[config.mk]
export PLATFORM = sky130hd
export DESIGN_NAME = systolic_is_seq_flat
export DESIGN_NICKNAME = d
export VERILOG_FILES = /design/src/rtl/systolic_is_pkg.sv /design/src/rtl/systolic_is_seq_if.sv /design/src/rtl/systolic_is_seq_skew_line.sv /design/src/rtl/systolic_is_seq.sv /design/src/flat_wrapper.sv
export SDC_FILE = /design/constraint.sdc
export NUM_CORES = 2
export LEC_CHECK = 0
export CAP_MARGIN = 30
export CORE_MARGIN = 2
export CORE_UTILIZATION = 34
export DETAILED_ROUTE_END_ITERATION = 6
export GPL_TIMING_DRIVEN = 0
export PLACE_DENSITY = 0.52
export REMOVE_ABC_BUFFERS = 1
export SYNTH_ARGS = -nofsm -noshare
export SYNTH_HDL_FRONTEND = slang
export SYNTH_SLANG_ARGS = --single-unit
[constraint.sdc]
create_clock -name clk -period 5.85 [get_ports clk]
set_input_delay 1.755 -clock clk [delete_from_list [all_inputs] [get_ports clk]]
set_output_delay 1.755 -clock clk [all_outputs]
set_load 0.02 [all_outputs]
[src/rtl/systolic_is_pkg.sv]
// Shared types and helpers for the input-stationary systolic array.
// Holds the sequencer state encoding, accumulator sizing and the PE multiply.
package systolic_is_pkg;

    typedef enum logic [1:0] {
        IDLE,
        LOAD,
        COMPUTE,
        DRAIN
    } state_t;

    // Product width plus enough headroom for ROWS additions.
    function automatic int acc_width(input int d_w, input int rows);
        return 2 * d_w + $clog2(rows);
    endfunction

    // Multiply two d_w-bit operands (d_w <= 32) after sign or zero extension.
    // The 64-bit result is already extended; callers truncate to ACC_W.
    function automatic logic [63:0] ext_mul(
        input logic [31:0] a,
        input logic [31:0] b,
        input int          d_w,
        input bit          signed_mode
    );
        logic [31:0]        sh;
        logic [31:0]        ta;
        logic [31:0]        tb;
        logic signed [63:0] xa;
        logic signed [63:0] xb;
        sh = 32'(32 - d_w);
        ta = a << sh;
        tb = b << sh;
        if (signed_mode) begin
            xa = 64'(signed'(ta) >>> sh);
            xb = 64'(signed'(tb) >>> sh);
        end else begin
            xa = {32'd0, ta >> sh};
            xb = {32'd0, tb >> sh};
        end
        return xa * xb;
    endfunction

endpackage

[src/rtl/systolic_is_seq_if.sv]
// Handshake bundle for systolic_is_seq: weight rows, activations, results.
// master = producer/consumer side, slave = the array.
interface systolic_is_seq_if
    import systolic_is_pkg::*;
#(
    parameter int D_W   = 8,
    parameter int ROWS  = 4,
    parameter int COLS  = 4,
    parameter int ACC_W = acc_width(D_W, ROWS)
);
    logic                  w_valid;
    logic                  w_ready;
    logic [COLS*D_W-1:0]   w_data;
    logic                  a_valid;
    logic                  a_ready;
    logic [ROWS*D_W-1:0]   a_data;
    logic                  out_valid;
    logic                  out_ready;
    logic [COLS*ACC_W-1:0] out_data;
    logic                  busy;
    logic                  weights_loaded;

    modport master (
        output w_valid, w_data, a_valid, a_data, out_ready,
        input  w_ready, a_ready, out_valid, out_data,
        input  busy, weights_loaded
    );

    modport slave (
        input  w_valid, w_data, a_valid, a_data, out_ready,
        output w_ready, a_ready, out_valid, out_data,
        output busy, weights_loaded
    );
endinterface

[src/rtl/systolic_is_seq_skew_line.sv]
// Enabled register chain used for input skew and output de-skew.
// Ports: clk, rst (async, active-low), en, d -> q delayed DEPTH cycles.
module skew_line #(
    parameter int W     = 8,
    parameter int DEPTH = 1
) (
    input  logic         clk,
    input  logic         rst,
    input  logic         en,
    input  logic [W-1:0] d,
    output logic [W-1:0] q
);
    if (DEPTH == 0) begin : g_wire
        logic unused_ok;
        assign unused_ok = ^{clk, rst, en};
        assign q = d;
    end else begin : g_reg
        logic [W-1:0] r_q [DEPTH];
        always_ff @(posedge clk or negedge rst) begin
            if (!rst) begin
                for (int i = 0; i < DEPTH; i++) r_q[i] <= '0;
            end else if (en) begin
                r_q[0] <= d;
                for (int i = 1; i < DEPTH; i++) r_q[i] <= r_q[i-1];
            end
        end
        assign q = r_q[DEPTH-1];
    end
endmodule

[src/rtl/systolic_is_seq.sv]
// Input-stationary ROWS x COLS systolic array with load/compute sequencer.
// Ports: clk, rst (async, active-low), bus (systolic_is_seq_if.slave).
module systolic_is_seq
    import systolic_is_pkg::*;
#(
    parameter int D_W    = 8,
    parameter int ROWS   = 4,
    parameter int COLS   = 4,
    parameter int ACC_W  = acc_width(D_W, ROWS),
    parameter int SIGNED = 1
) (
    input logic              clk,
    input logic              rst,
    systolic_is_seq_if.slave bus
);
    localparam int L     = ROWS + COLS - 1;
    localparam int CNT_W = $clog2(ROWS + 1);

    state_t                state_q, state_d;
    logic [CNT_W-1:0]      cnt_q, cnt_d;
    logic                  wl_q, wl_d;
    logic                  live_q;
    logic [L-1:0]          vld_q;
    logic                  out_valid_q;
    logic [COLS*ACC_W-1:0] out_data_q;
    logic [COLS*ACC_W-1:0] dsk;
    logic [ROWS*D_W-1:0]   a_in;
    logic                  stall, en;
    logic                  w_rdy, a_rdy;
    logic                  w_fire, a_fire;

    // A stalled result freezes the whole datapath, not just the output.
    assign stall  = out_valid_q && !bus.out_ready;
    assign en     = !stall;
    assign w_fire = bus.w_valid && w_rdy;
    assign a_fire = bus.a_valid && a_rdy;
    assign a_in   = a_fire ? bus.a_data : '0;

    always_ff @(posedge clk or negedge rst) begin
        if (!rst) begin
            state_q <= IDLE;
            cnt_q   <= '0;
            wl_q    <= 1'b0;
            live_q  <= 1'b0;
        end else begin
            state_q <= state_d;
            cnt_q   <= cnt_d;
            wl_q    <= wl_d;
            live_q  <= 1'b1;
        end
    end

    always_comb begin
        state_d = state_q;
        cnt_d   = cnt_q;
        wl_d    = wl_q;
        w_rdy   = 1'b0;
        a_rdy   = 1'b0;
        unique case (state_q)
            IDLE, LOAD: begin
                w_rdy = live_q;
                if (bus.w_valid && live_q) begin
                    cnt_d   = cnt_q + 1'b1;
                    state_d = LOAD;
                    if (cnt_q == CNT_W'(ROWS - 1)) begin
                        cnt_d   = '0;
                        wl_d    = 1'b1;
                        state_d = COMPUTE;
                    end
                end
            end
            COMPUTE: begin
                // A pending weight beat takes priority over activations.
                a_rdy = !stall && !bus.w_valid;
                if (bus.w_valid) begin
                    wl_d    = 1'b0;
                    state_d = DRAIN;
                end
            end
            DRAIN: begin
                if (vld_q == '0 && !out_valid_q) begin
                    cnt_d   = '0;
                    state_d = LOAD;
                end
            end
        endcase
    end

    always_ff @(posedge clk or negedge rst) begin
        if (!rst) begin
            vld_q       <= '0;
            out_valid_q <= 1'b0;
            out_data_q  <= '0;
        end else if (en) begin
            vld_q       <= L'({vld_q, a_fire});
            out_valid_q <= vld_q[L-1];
            if (vld_q[L-1]) out_data_q <= dsk;
        end
    end

    for (genvar r = 0; r < ROWS; r++) begin : g_row
        logic [D_W-1:0] a_sk;
        logic           unused_act;

        skew_line #(.W(D_W), .DEPTH(r)) u_skew (
            .clk (clk),
            .rst (rst),
            .en  (en),
            .d   (a_in[r*D_W +: D_W]),
            .q   (a_sk)
        );

        for (genvar c = 0; c < COLS; c++) begin : g_col
            logic [D_W-1:0]   w_q, w_in;
            logic [D_W-1:0]   act_q, act_in;
            logic [ACC_W-1:0] sum_q, sum_in, prod;

            // Weight rows shift downward; new beats always enter row 0.
            if (r == 0) begin : g_top
                assign w_in   = bus.w_data[c*D_W +: D_W];
                assign sum_in = '0;
            end else begin : g_mid
                assign w_in   = g_row[r-1].g_col[c].w_q;
                assign sum_in = g_row[r-1].g_col[c].sum_q;
            end

            if (c == 0) begin : g_lft
                assign act_in = a_sk;
            end else begin : g_inr
                assign act_in = g_col[c-1].act_q;
            end

            assign prod = ACC_W'(ext_mul(32'(act_in), 32'(w_q),
                                         D_W, SIGNED != 0));

            always_ff @(posedge clk or negedge rst) begin
                if (!rst) w_q <= '0;
                else if (w_fire) w_q <= w_in;
            end

            always_ff @(posedge clk or negedge rst) begin
                if (!rst) begin
                    act_q <= '0;
                    sum_q <= '0;
                end else if (en) begin
                    act_q <= act_in;
                    sum_q <= sum_in + prod;
                end
            end
        end

        assign unused_act = ^g_col[COLS-1].act_q;
    end

    // Column c finishes c cycles after column 0; re-align the columns.
    for (genvar c = 0; c < COLS; c++) begin : g_dsk
        logic [ACC_W-1:0] q;
        skew_line #(.W(ACC_W), .DEPTH(COLS - 1 - c)) u_dsk (
            .clk (clk),
            .rst (rst),
            .en  (en),
            .d   (g_row[ROWS-1].g_col[c].sum_q),
            .q   (q)
        );
        assign dsk[c*ACC_W +: ACC_W] = q;
    end

    assign bus.w_ready        = w_rdy;
    assign bus.a_ready        = a_rdy;
    assign bus.out_valid      = out_valid_q;
    assign bus.out_data       = out_data_q;
    assign bus.busy           = (state_q != IDLE);
    assign bus.weights_loaded = wl_q;
endmodule
[src/flat_wrapper.sv]
// flat-port wrapper written by rule: the top's interface ports become plain ports
module systolic_is_seq_flat import systolic_is_pkg::*;
#(
    parameter int D_W    = 8,
    parameter int ROWS   = 4,
    parameter int COLS   = 4,
    parameter int ACC_W  = acc_width(D_W, ROWS),
    parameter int SIGNED = 1
)
  (clk, rst, bus_w_valid, bus_w_data, bus_a_valid, bus_a_data, bus_out_ready, bus_w_ready, bus_a_ready, bus_out_valid, bus_out_data, bus_busy, bus_weights_loaded);
  systolic_is_seq_if #(.D_W(D_W), .ROWS(ROWS), .COLS(COLS), .ACC_W(ACC_W)) bus_i ();
  input logic clk;
  input logic rst;
  input wire logic [$bits(bus_i.w_valid)-1:0] bus_w_valid;
  input wire logic [$bits(bus_i.w_data)-1:0] bus_w_data;
  input wire logic [$bits(bus_i.a_valid)-1:0] bus_a_valid;
  input wire logic [$bits(bus_i.a_data)-1:0] bus_a_data;
  input wire logic [$bits(bus_i.out_ready)-1:0] bus_out_ready;
  output wire logic [$bits(bus_i.w_ready)-1:0] bus_w_ready;
  output wire logic [$bits(bus_i.a_ready)-1:0] bus_a_ready;
  output wire logic [$bits(bus_i.out_valid)-1:0] bus_out_valid;
  output wire logic [$bits(bus_i.out_data)-1:0] bus_out_data;
  output wire logic [$bits(bus_i.busy)-1:0] bus_busy;
  output wire logic [$bits(bus_i.weights_loaded)-1:0] bus_weights_loaded;
  assign bus_i.w_valid = bus_w_valid;
  assign bus_i.w_data = bus_w_data;
  assign bus_i.a_valid = bus_a_valid;
  assign bus_i.a_data = bus_a_data;
  assign bus_i.out_ready = bus_out_ready;
  assign bus_w_ready = bus_i.w_ready;
  assign bus_a_ready = bus_i.a_ready;
  assign bus_out_valid = bus_i.out_valid;
  assign bus_out_data = bus_i.out_data;
  assign bus_busy = bus_i.busy;
  assign bus_weights_loaded = bus_i.weights_loaded;
  systolic_is_seq #(.D_W(D_W), .ROWS(ROWS), .COLS(COLS), .ACC_W(ACC_W), .SIGNED(SIGNED)) u_core (.clk(clk), .rst(rst), .bus(bus_i));
endmodule
==> metrics.md <==
| Metric | Value |
|---|---|
| Source-to-sink clock delay at the later pin of the worst-skew pair | `790 ps` |
| Worst EP arrival | `6660 ps` |
| Post-synth EDFFs | `0` |
| Total of flip-flops plus latches after synthesis | `747` |
| Wire length of the first global-routing pass | `315.1 mm` |
| Overall die area | `226200 µm²` |
| Detailed-route DRC error count | `0` |
| Initial cell density of the core | `0.3412` |
| Global-route total usage across every layer | `0.1718` |
| Drt wl/cell | `16.32 µm` |
| Type of the worst setup path | `flop to flop` |
| Maximum clock frequency | `166.9 MHz` |
| Final WS setup | `-142.8 ps` |
| Switching power | `8.746 mW` |
| Overall via count from detail_route | `55680` |
| Via count of the first global-routing pass | `59240` |
| Mapped cell area | `75630 µm²` |
| Count of yosys warnings during synthesis | `0` |
| Wirelength, routed | `191.4 mm` |
| Congestion Overflow GR | `0` |
| Final cycle utilization of the critical path | `1.024` |
| Cell Pwr Density | `262.7 nW/µm²` |
| Proportion of synthesized chip area in sequential cells | `0.2472` |
| First DRT Iteration DRCs | `2670` |
| CP Data Required Time | `6510 ps` |
| Highest net fanout along the worst path | `7` |
| Setup repair after global routing missed its margin | `yes` |
| Run status | `finished, violations left` |
| Gate count of the mapped netlist | `8445` |
| CP Launch Type | `flop` |
| CTS HTree Levels | `3` |
| Fraction of post-synthesis cell area in the top cell type by area | `0.2472` |
| Actual slew at the worst max-slew pin | `918.7 ps` |
| Layout Utilization | `0.3993` |
| Leading cell types by count after synthesis | `1588 x sky130_fd_sc_hd__nand2_1, 1372 x sky130_fd_sc_hd__inv_1, 892 x sky130_fd_sc_hd__fa_1, 747 x sky130_fd_sc_hd__dfrtp_1, 665 x sky130_fd_sc_hd__ha_1` |
| Peak supply drop | `0.2544 mV` |
| Post-layout min period | `5993 ps` |
| Count of unique library cells instantiated by Yosys | `72` |
| Total half-perimeter wirelength after legalization and detailed placement | `141.9 mm` |
| Number of standard-cell rows in the floorplan | `173` |
| Initial antenna violation count | `1` |
| Number of maximum-capacitance constraint violations | `0` |
| Clock share of power | `0.288` |
| Post-route clock skew | `102.9 ps` |
| Number of failing hold endpoints at the final stage | `0` |
| Count of port buffers added during placement | `145` |
| Async S/R FF share, synth | `1.000` |
| Proportion of total power due to net switching | `0.3762` |
| Ys flop type | `sky130_fd_sc_hd__dfrtp_1` |
| Most repeated cell in the gate-level netlist after synthesis | `sky130_fd_sc_hd__nand2_1` |
| Clock transition at the registers of the reported paths | `70 ps` |
| Pin count of the biggest net entering global routing | `116` |
| Fill cell instance count of the final layout | `22340` |
| Violations in the final reports | `negative setup slack` |
| Final count of pins violating max slew | `0` |
| Type of element capturing the critical path | `flop` |
| Top post-synthesis cells by area | `sky130_fd_sc_hd__dfrtp_1 25%, sky130_fd_sc_hd__fa_1 24%, sky130_fd_sc_hd__ha_1 11%` |
| Final #Nets | `10300` |
| Mean cell area of the mapped netlist | `8.955 µm²` |
| Boundary pin count | `146` |
| Worst rel slew slack | `0.3875` |
| Floorplan die height | `475.6 µm` |
| Max Buffers Root-to-Sink | `3` |
| Detailed Routing Iterations Pass 1 | `5` |
| Routed via count divided by cell count | `4.749` |
| Layout cell share with drive strength beyond 1 | `0.1208` |
| Leakage Power | `44.91 nW` |
| Width of the chip | `475.6 µm` |
| Number of buffers inserted for hold repair after clock tree synthesis | `0` |
| Synthesis-to-layout area growth | `17.03%` |
| TritonCTS Sinks | `747` |
| Final setup violation count | `2` |
| Antenna Nets Post-Route | `0` |
| Combinational share of power | `0.392` |
| Internal power contribution | `14.50 mW` |
| Standard cell core area | `221700 µm²` |
| Class of the tightest hold or removal check | `flop to flop` |
| Cell at the root of the clock tree | `sky130_fd_sc_hd__clkbuf_16` |
| Number of CTS-inserted buffers | `94` |
| TritonCTS clock tree | `yes` |
| Pre-CTS setup slack | `-1952 ps` |
| Library cell with the largest summed area after synthesis | `sky130_fd_sc_hd__dfrtp_1` |
| Worst-case hold slack | `459.2 ps` |
| Power share of the sequential group | `0.319` |
| GPL Wtd Cong | `0.8126` |
## state kept, by name, indices dropped and copies added (netlist names), 2 cells and up
| signal | flops |
|---|---|
| u_core.bus.out_data | 72 |
| u_core.g_row.g_col.sum_q | 280 |
| u_core.vld_q | 7 |
| u_core.g_dsk.u_dsk.q | 54 |
| u_core.state_q | 2 |
| u_core.g_row.u_skew.g_reg.r_q | 24 |
| u_core.cnt_q | 3 |
| u_core.g_row.g_col.w_q | 128 |
| u_core.g_row.u_skew.q | 24 |
| u_core.g_row.g_col.act_q | 96 |
| u_core.g_dsk.u_dsk.g_reg.r_q | 54 |
## logic make-up (layout without fill, tap and decap cells)
kind of cell	count (synthesis)	after routing	synth area share
mux	75	75	0.01117
buf+inv	1685	1988	0.08363
compound gates	951	951	0.08120
other cells	1	2	0.00004959
fa+ha+maj	1557	1557	0.3461
flops	747	747	0.2472
xor+xnor	385	385	0.04573
simple gates	3044	3044	0.1849
## critical path: stages (launching register included)
cell and delay (ps):
sky130_fd_sc_hd__dfrtp_2 470, sky130_fd_sc_hd__buf_6 160, sky130_fd_sc_hd__and2_4 150, sky130_fd_sc_hd__fa_1 480
sky130_fd_sc_hd__fa_1 510, sky130_fd_sc_hd__fa_1 540, sky130_fd_sc_hd__inv_2 40, sky130_fd_sc_hd__fa_1 540
sky130_fd_sc_hd__inv_2 50, sky130_fd_sc_hd__ha_4 280, sky130_fd_sc_hd__inv_1 60, sky130_fd_sc_hd__o21bai_1 180
sky130_fd_sc_hd__a21oi_2 90, sky130_fd_sc_hd__o21bai_1 180, sky130_fd_sc_hd__a21oi_2 110, sky130_fd_sc_hd__xnor2_2 370
sky130_fd_sc_hd__ha_4 240, sky130_fd_sc_hd__nand2_4 70, sky130_fd_sc_hd__a2111oi_4 360, sky130_fd_sc_hd__nor4b_4 110
sky130_fd_sc_hd__o41ai_2 420, sky130_fd_sc_hd__xor2_1 230, sky130_fd_sc_hd__xnor2_1 160, sky130_fd_sc_hd__o21ai_1 80
## cell type report
type | instances | area (µm²) | area share
sequential | 747 | 18880 | 0.2133
multi-input combinational | 6013 | 52690 | 0.5953
clock buffer | 116 | 2605 | 0.02943
clock inverter | 58 | 963.4 | 0.01089
timing repair buffer | 442 | 4493 | 0.05077
inverter | 1372 | 5157 | 0.05827
tap | 2975 | 3722 | 0.04206
antenna | 1 | 2.502 | 0.00002827
## power by group through the flow
stage | Sequential (mW) | Clock, mW | Combinational (mW)
6_report | 7.42 | 6.71 | 9.12
5_1_grt | 7.57 | 7.13 | 10.3
4_1_cts | 7.43 | 6.93 | 8.50
3_5_place_dp | 7.59 | 0 | 7.64
3_3_place_gp | 7.69 | 0 | 7.58
2_1_floorplan | 7.05 | 0 | 5.87
## per-layer routing
metal  global-route usage  wire [µm]  up-vias
li1                     -          -    26870
met1               0.2304      88450    27940
met2               0.2977      94020      658
met3              0.01783       5320      205
met4              0.03871       3567        0
met5                    0          0        -
## cells in the final DEF, fill, tap and decap left out, drive strengths merged, types with 123 or more instances in the layout
| cell type | instances |
|---|---|
| nand2 | 1588 |
| inv | 1376 |
| fa | 892 |
| dfrtp | 747 |
| ha | 665 |
| and2 | 611 |
| nor2 | 375 |
| a21oi | 316 |
| buf | 295 |
| xnor2 | 253 |
| o21ai | 194 |
| clkdlybuf4s50 | 142 |
| xor2 | 126 |
| nor3 | 123 |
## path summary, 6_finish.rpt
| check | startpoint | to | slack, ps | cells past startpoint |
|---|---|---|---|---|
| worst min register to register | u_core.g_dsk[0].u_dsk.q[3] | u_core.g_dsk[0].u_dsk.q[3] | 460 | 2 |
| max in group asynchronous | rst | u_core.g_row[1].g_col[1].w_q[7] | 3550 | 3 |
| worst min-delay path | u_core.g_dsk[0].u_dsk.q[3] | u_core.g_dsk[0].u_dsk.q[3] | 460 | 2 |
| worst max-delay path | u_core.g_row[3].u_skew.q[3] | u_core.g_row[3].g_col[0].sum_q[17] | -140 | 23 |
| worst max register to register | u_core.g_row[3].u_skew.q[3] | u_core.g_row[3].g_col[0].sum_q[17] | -140 | 23 |
| min in group asynchronous | rst | u_core.bus.out_data[69] | 830 | 1 |
## repair_timing
action,CTS,global route
endpoints found under the setup margin,50,57
setup buffers,161,96
gates cloned,2,4
gates resized for setup,325,265
pin swaps,122,169
## through the flow
step                power (mW)  std cells  TNS [ps]  area (µm²)
floorplan                12.91       8132  -7237790       74450
global placement         15.27      11250         -       79630
detailed placement       15.23      11290    -24490       80520
CTS                      22.85      11620    -99.45       86540
global route             25.00      11720     -1899       88510
finish                   23.25      11720    -143.8       88510
Power figures use the tool's default switching activity.
